--- src/rtl/ma_mem_stage.sv ---
// ma_mem_stage: memory-access stage, one outstanding single-beat data access.
// Optional misaligned-access trap enabled by defining MA_MISALIGN_TRAP_EN.
module ma_mem_stage #(
  parameter int DATA_W     = 32,
  parameter int ADDR_W     = 32,
  parameter int REG_ADDR_W = 5
) (
  input  logic                  clk,
  input  logic                  reset,
  input  logic                  halt,
  input  logic                  flush,
  input  logic                  is_mem_in,
  input  logic                  is_load_in,
  input  logic [1:0]            mem_size_in,
  input  logic                  mem_signed_in,
  input  logic [ADDR_W-1:0]     mem_addr_in,
  input  logic [DATA_W-1:0]     store_data_in,
  input  logic                  is_int_wb_in,
  input  logic [REG_ADDR_W-1:0] int_wb_address_in,
  input  logic [DATA_W-1:0]     int_wb_value_in,
  output logic                  dmem_req,
  output logic                  dmem_we,
  output logic [ADDR_W-1:0]     dmem_addr,
  output logic [DATA_W-1:0]     dmem_wdata,
  output logic [DATA_W/8-1:0]   dmem_be,
  input  logic [DATA_W-1:0]     dmem_rdata,
  input  logic                  dmem_ack,
  output logic                  stall_out,
  output logic                  is_mem_out,
  output logic                  is_int_wb_out,
  output logic [REG_ADDR_W-1:0] int_wb_address_out,
  output logic [DATA_W-1:0]     int_wb_value_out
`ifdef MA_MISALIGN_TRAP_EN
  ,
  output logic                  misalign_out
`endif
);

  localparam int BE_W   = DATA_W / 8;
  localparam int LANE_W = $clog2(BE_W);

  typedef enum logic [1:0] {IDLE, ACCESS, DONE} state_t;

  state_t state, state_n;

  logic accept, pass, bubble, retire;
  logic stash, drain, trap, clear;

  logic [ADDR_W-1:0]     eff_addr;
  logic [LANE_W-1:0]     lane;
  logic [DATA_W-1:0]     st_data;
  logic [BE_W-1:0]       st_be;

  logic                  l_load;
  logic                  l_signed;
  logic [1:0]            l_size;
  logic [LANE_W-1:0]     l_lane;
  logic [REG_ADDR_W-1:0] l_rd;
  logic [DATA_W-1:0]     buf_val;

  logic [DATA_W-1:0]     ld_shift;
  logic [DATA_W-1:0]     ld_mask;
  logic [DATA_W-1:0]     ld_val;
  logic                  ld_sign;

  assign stall_out = (state != IDLE);

  // Size-aligned address; sub-size bits are dropped.
  always_comb begin
    eff_addr = mem_addr_in;
    unique case (1'b1)
      mem_size_in == 2'b00: eff_addr = mem_addr_in;
      mem_size_in == 2'b01: eff_addr[0] = 1'b0;
      default:              eff_addr[1:0] = 2'b00;
    endcase
  end

  assign lane = eff_addr[LANE_W-1:0];

  always_comb begin
    st_data = '0;
    st_be   = '0;
    unique case (1'b1)
      mem_size_in == 2'b00: begin
        st_data = {BE_W{store_data_in[7:0]}};
        st_be   = BE_W'(1) << lane;
      end
      mem_size_in == 2'b01: begin
        st_data = {(BE_W/2){store_data_in[15:0]}};
        st_be   = BE_W'(3) << lane;
      end
      default: begin
        st_data = {(BE_W/4){store_data_in[31:0]}};
        st_be   = BE_W'(15) << lane;
      end
    endcase
  end

  assign ld_shift = dmem_rdata >> {l_lane, 3'b000};

  always_comb begin
    ld_mask = '0;
    ld_sign = 1'b0;
    unique case (l_size)
      2'b00: begin
        ld_mask = DATA_W'(8'hFF);
        ld_sign = ld_shift[7];
      end
      2'b01: begin
        ld_mask = DATA_W'(16'hFFFF);
        ld_sign = ld_shift[15];
      end
      default: begin
        ld_mask = DATA_W'(32'hFFFF_FFFF);
        ld_sign = ld_shift[31];
      end
    endcase
    ld_val = (ld_shift & ld_mask)
           | ({DATA_W{l_signed & ld_sign}} & ~ld_mask);
  end

`ifdef MA_MISALIGN_TRAP_EN
  logic misalign;
  assign misalign = (mem_size_in == 2'b01) ? mem_addr_in[0]
                  : (mem_size_in[1] && (|mem_addr_in[1:0]));
`endif

  always_comb begin
    state_n = state;
    accept  = 1'b0;
    pass    = 1'b0;
    bubble  = 1'b0;
    retire  = 1'b0;
    stash   = 1'b0;
    drain   = 1'b0;
    trap    = 1'b0;
    unique case (state)
      IDLE: begin
        if (!halt) begin
          if (flush) begin
            bubble = 1'b1;
          end else if (!is_mem_in) begin
            pass = 1'b1;
`ifdef MA_MISALIGN_TRAP_EN
          end else if (misalign) begin
            trap = 1'b1;
`endif
          end else begin
            accept  = 1'b1;
            state_n = ACCESS;
          end
        end
      end
      ACCESS: begin
        if (!dmem_ack) begin
          bubble = 1'b1;
        end else if (halt) begin
          stash   = 1'b1;
          state_n = DONE;
        end else begin
          retire  = 1'b1;
          state_n = IDLE;
        end
      end
      DONE: begin
        if (!halt) begin
          drain   = 1'b1;
          state_n = IDLE;
        end
      end
      default: state_n = IDLE;
    endcase
  end

  assign clear = bubble | accept | stash | trap;

  always_ff @(posedge clk or negedge reset) begin
    if (!reset) state <= IDLE;
    else        state <= state_n;
  end

  always_ff @(posedge clk or negedge reset) begin
    if (!reset) begin
      dmem_req   <= 1'b0;
      dmem_we    <= 1'b0;
      dmem_addr  <= '0;
      dmem_wdata <= '0;
      dmem_be    <= '0;
      l_load     <= 1'b0;
      l_signed   <= 1'b0;
      l_size     <= '0;
      l_lane     <= '0;
      l_rd       <= '0;
      buf_val    <= '0;
    end else if (accept) begin
      dmem_req   <= 1'b1;
      dmem_we    <= !is_load_in;
      dmem_addr  <= {eff_addr[ADDR_W-1:LANE_W], {LANE_W{1'b0}}};
      dmem_wdata <= is_load_in ? '0 : st_data;
      dmem_be    <= st_be;
      l_load     <= is_load_in;
      l_signed   <= mem_signed_in;
      l_size     <= mem_size_in;
      l_lane     <= lane;
      l_rd       <= int_wb_address_in;
    end else if (retire || stash) begin
      dmem_req   <= 1'b0;
      dmem_we    <= 1'b0;
      dmem_addr  <= '0;
      dmem_wdata <= '0;
      dmem_be    <= '0;
      if (stash) buf_val <= l_load ? ld_val : '0;
    end
  end

  always_ff @(posedge clk or negedge reset) begin
    if (!reset) begin
      is_mem_out         <= 1'b0;
      is_int_wb_out      <= 1'b0;
      int_wb_address_out <= '0;
      int_wb_value_out   <= '0;
    end else if (pass) begin
      is_mem_out         <= 1'b0;
      is_int_wb_out      <= is_int_wb_in;
      int_wb_address_out <= int_wb_address_in;
      int_wb_value_out   <= int_wb_value_in;
    end else if (retire || drain) begin
      is_mem_out         <= 1'b1;
      is_int_wb_out      <= l_load;
      int_wb_address_out <= l_load ? l_rd : '0;
      int_wb_value_out   <= drain ? buf_val
                          : (l_load ? ld_val : '0);
    end else if (clear) begin
      is_mem_out         <= 1'b0;
      is_int_wb_out      <= 1'b0;
      int_wb_address_out <= '0;
      int_wb_value_out   <= '0;
    end
  end

`ifdef MA_MISALIGN_TRAP_EN
  always_ff @(posedge clk or negedge reset) begin
    if (!reset)                       misalign_out <= 1'b0;
    else if (!halt || state != IDLE)  misalign_out <= trap;
  end
`endif

endmodule

--- config.mk ---
export PLATFORM = sky130hd
export DESIGN_NAME = ma_mem_stage
export DESIGN_NICKNAME = d
export VERILOG_FILES = /design/src/rtl/ma_mem_stage.sv
export SDC_FILE = /design/constraint.sdc
export NUM_CORES = 1
export LEC_CHECK = 0
export BUFFER_PORTS_ARGS = -buffer_cell sky130_fd_sc_hd__buf_4
export CAP_MARGIN = 25
export CORE_MARGIN = 3
export CORE_UTILIZATION = 40
export DETAILED_ROUTE_END_ITERATION = 8
export PLACE_DENSITY_LB_ADDON = 0.1
export SLEW_MARGIN = 15
export SYNTH_ARGS = -nofsm -noshare
export SYNTH_HDL_FRONTEND = slang
export SYNTH_SLANG_ARGS = --single-unit
--- constraint.sdc ---
create_clock -name clk -period 4.2 [get_ports clk]
set_input_delay 0.42 -clock clk [delete_from_list [all_inputs] [get_ports clk]]
set_output_delay 0.42 -clock clk [all_outputs]
set_load 0.005 [all_outputs]
==> metrics.md <==
| Metric | Value |
|---|---|
| Row count | `48` |
| Worst-Margin Slew | `around 0.98 ns` |
| Boundary Pins | `between 200 and 300` |
| Slew Viols, Final | `0` |
| Sequential Area | `~3800 sq um` |
| CTS sink cnt | `around 150` |
| Met1 Usage GRT | `0.290` |
| Setup slack at placement | `around 1.6 ns` |
| Area of the multi-input gates | `roughly 3000 sq um` |
| Global route hottest layer | `met2` |
| Detailed placement HPWL | `between 15 and 20 mm` |
| Worst-Skew Late Latency | `0.42 ns` |
| Starting Density | `0.409` |
| Pwr Density | `around 460 nW/um^2` |
| Unrepaired setup endpoints after global routing | `no` |
| Met3 usage | `0.0808` |
| Port bufs | `251` |
| Syn Inst Count | `~690` |
| Antenna viol nets, final | `0` |
| Setup Skew | `0.00710 ns` |
| CTS Buffer Depth | `2` |
| Inserted Diodes | `0` |
| Fill count | `about 1500` |
| Post-cts hold buffer count | `0` |
| Critical path's slowest cell | `and2_2` |
| Most used DFF post-synth | `dfrtp_1` |
| Routed WL | `roughly 22 mm` |
| Endpoint type of the worst setup path | `flip-flop` |
| CP max FO | `47` |
| Aggregate global-route resource usage | `0.224` |
| Core area | `between 15000 and 20000 sq um` |
| Area delta synth->final | `37.2%` |
| Post-CTS sizing | `0` |
| DRC | `0` |
| Unique cell type count in the Yosys netlist | `47` |
| Synth Register Bits | `~150` |
| Max-cap violations | `0` |
| Crit path largest cell delay | `between 0.7 and 0.8 ns` |
| Total CTS buffers | `17` |
| Hold Violations, Final | `0` |
| Die area | `about 19000 sq um` |
| Vias/cell | `between 5 and 6` |
| Reg2reg setup slack | `between 1.5 and 2 ns` |
| Setup violations, final | `0` |
| Met2 GRT Util | `0.354` |
| Number of synthesized flops with an enable pin | `0` |
| Synthesized area | `7100 sq um` |
| Asr flop ratio synth | `1.00` |
| Vias in the first global route | `~6500` |
| Worst-path cell chain | `nor4_4 > and2_2 > nand2b_1 > o2bb2ai_1` |
| Sequential fraction of the synthesis area | `0.535` |
| TritonCTS clock tree | `built` |
| Die X | `approximately 140 microns` |
| VDD IR max | `approximately 0.0003 V` |
| Max frequency | `~380 MHz` |
| Syn Area/Cell | `about 10 sq um` |
| CP Launch Type | `flip-flop` |
| Kind of cell adding the most delay to the critical path | `simple AND/OR/NAND/NOR gates` |
| Status | `finished, final reports clean` |
| Fraction of layout cells with a size suffix above 1 | `0.340` |
| Post-CTS Setup Inserts | `0` |
| Vias after detailed routing | `between 6000 and 7000` |
| Initial antenna violation count | `0` |
| Final worst-path setup slack | `1.57 ns` |
| Kind of critical path | `reg2reg` |
| Wire per inst | `19.1 microns` |
| First-pass GRT wire length | `~35 mm` |
| Min-Delay Path Class | `in2async` |
| Initial DRC Count | `about 580` |
| Final net count | `around 1100` |
| CTS Root Cell | `clkbuf_16` |
| CP bufs+invs | `0` |
| First-pass iteration count of the detailed router | `7` |
| LEAKAGE | `roughly 5 nW` |
| Final period utilization | `0.626` |
| Final GP Congestion | `approximately 0.90` |
| GRT Residual Overflow | `0` |
| Die Height | `about 140 microns` |
| Max-slew headroom | `0.348` |
| Data required time of the critical path | `~4.5 ns` |
| Synth Warn # | `0` |
| Min cycle time layout | `~2.6 ns` |
| Crit path DAT | `2.96 ns` |
| Largest net degree at the start of global routing | `103` |
| Fin Setup TNS | `0 ns` |
| H-tree depth | `4` |
| Clock slew at reported path FFs | `~0.060 ns` |
per-stage QoR:
| step | cell area, sq um | util | hold slack [ns] | total power, mW | std cells |
|---|---|---|---|---|---|
| final | 9750 | 0.562 | 0.0965 | 4.52 | 1155 |
| after detailed placement | 9110 | 0.525 | 0.466 | 2.90 | 1123 |
| after CTS | 9750 | 0.562 | 0.154 | 4.57 | 1155 |
| after global placement | 9080 | 0.523 | 0.456 | 2.87 | 1122 |
| after global routing | 9750 | 0.562 | 0.173 | 4.76 | 1155 |
| after floorplan | 7110 | - | 0.124 | 2.36 | 695 |
final cells by class:
class / count / share of cell area
inverter: 7 / 0.00270
clock buffer: 22 / 0.0486
timing repair buffer: 261 / 0.203
clock inverter: 10 / 0.0171
multi-input combinational: 478 / 0.309
tap: 225 / 0.0289
sequential: 152 / 0.390
cell usage after synthesis, types with 4 or more instances:
master	instances	share of area
a221o_1	9	0.013
a222oi_1	28	0.039
a22o_1	32	0.039
and2_0	6	0.0053
buf_1	6	0.0032
buf_2	23	0.016
clkbuf_1	23	0.012
dfrtp_1	152	0.54
inv_1	7	0.0037
mux2_2	9	0.014
mux2i_1	39	0.055
nand2_1	149	0.079
nand2b_1	13	0.011
nand3_1	76	0.054
nor2_1	15	0.0079
nor2b_1	4	0.0035
o21ai_0	36	0.025
o221ai_1	8	0.0099
o2bb2ai_1	18	0.022
worst reg2reg max path: stages (launching register included):
cell,delay (ns)
dfrtp_1,0.48
nor4_4,0.34
and2_2,0.79
nand2b_1,0.63
o2bb2ai_1,0.30
layer usage:
metal / up-vias / share of wire
met2: 280 / 0.47
met4: 0 / 0.021
met5: - / 0
met1: 3152 / 0.42
met3: 30 / 0.089
li1: 2952 / -
kinds of logic after synthesis:
logic type | after synthesis | share of synthesized area
AO/OA/AOI/OAI | 143 | 0.162
buffers and inverters | 65 | 0.0423
flip-flops | 152 | 0.535
multiplexers | 50 | 0.0756
other | 1 | 0.000528
AND/OR/NAND/NOR | 283 | 0.184
registers in the layout, indices dropped and copies added, names as in the netlist:
signal / flops
int_wb_address_out: 5
l_rd: 5
l_load: 1
dmem_req: 1
is_int_wb_out: 1
dmem_we: 1
dmem_wdata: 32
state: 2
dmem_be: 4
l_lane: 2
int_wb_value_out: 32
l_size: 2
is_mem_out: 1
buf_val: 32
l_signed: 1
dmem_addr: 30
cells in the final DEF, fill, tap and decap left out, types with 3 or more instances in the layout:
master	synthesis	final
bufinv_16	0	4
dfrtp_1	152	151
o211ai_1	3	3
mux2_2	9	9
o21ai_0	36	35
clkbuf_8	0	3
and2_0	6	6
inv_1	7	7
nand2_1	149	149
o2bb2ai_1	18	18
a22o_1	32	32
mux2i_1	39	39
nor2_2	3	3
nand3_1	76	76
nor2b_1	4	3
a222oi_1	28	28
nand2b_1	13	13
buf_4	3	259
nor2_1	15	15
o221ai_1	8	8
clkbuf_16	0	17
a221o_1	9	9
power breakdown:
part / internal, mW / switching, mW / leakage [nW]
registers: 1.71 / 0.205 / 2.02
logic: 0.514 / 0.438 / 2.66
clock network: 1.05 / 0.607 / 0.307
total: 3.27 / 1.25 / 4.99
worst paths after layout:
check	to	start	depth (start not counted)
setup / recovery	dmem_wdata[15]	state[1]	4
hold / removal	int_wb_value_out[27]	reset	1
setup reg to reg	dmem_wdata[15]	state[1]	4
hold reg to reg	buf_val[7]	buf_val[7]	2
max in group asynchronous	l_lane[1]	reset	2
min in group clk	dmem_addr[20]	mem_addr_in[20]	3
Power figures use the tool's default switching activity.
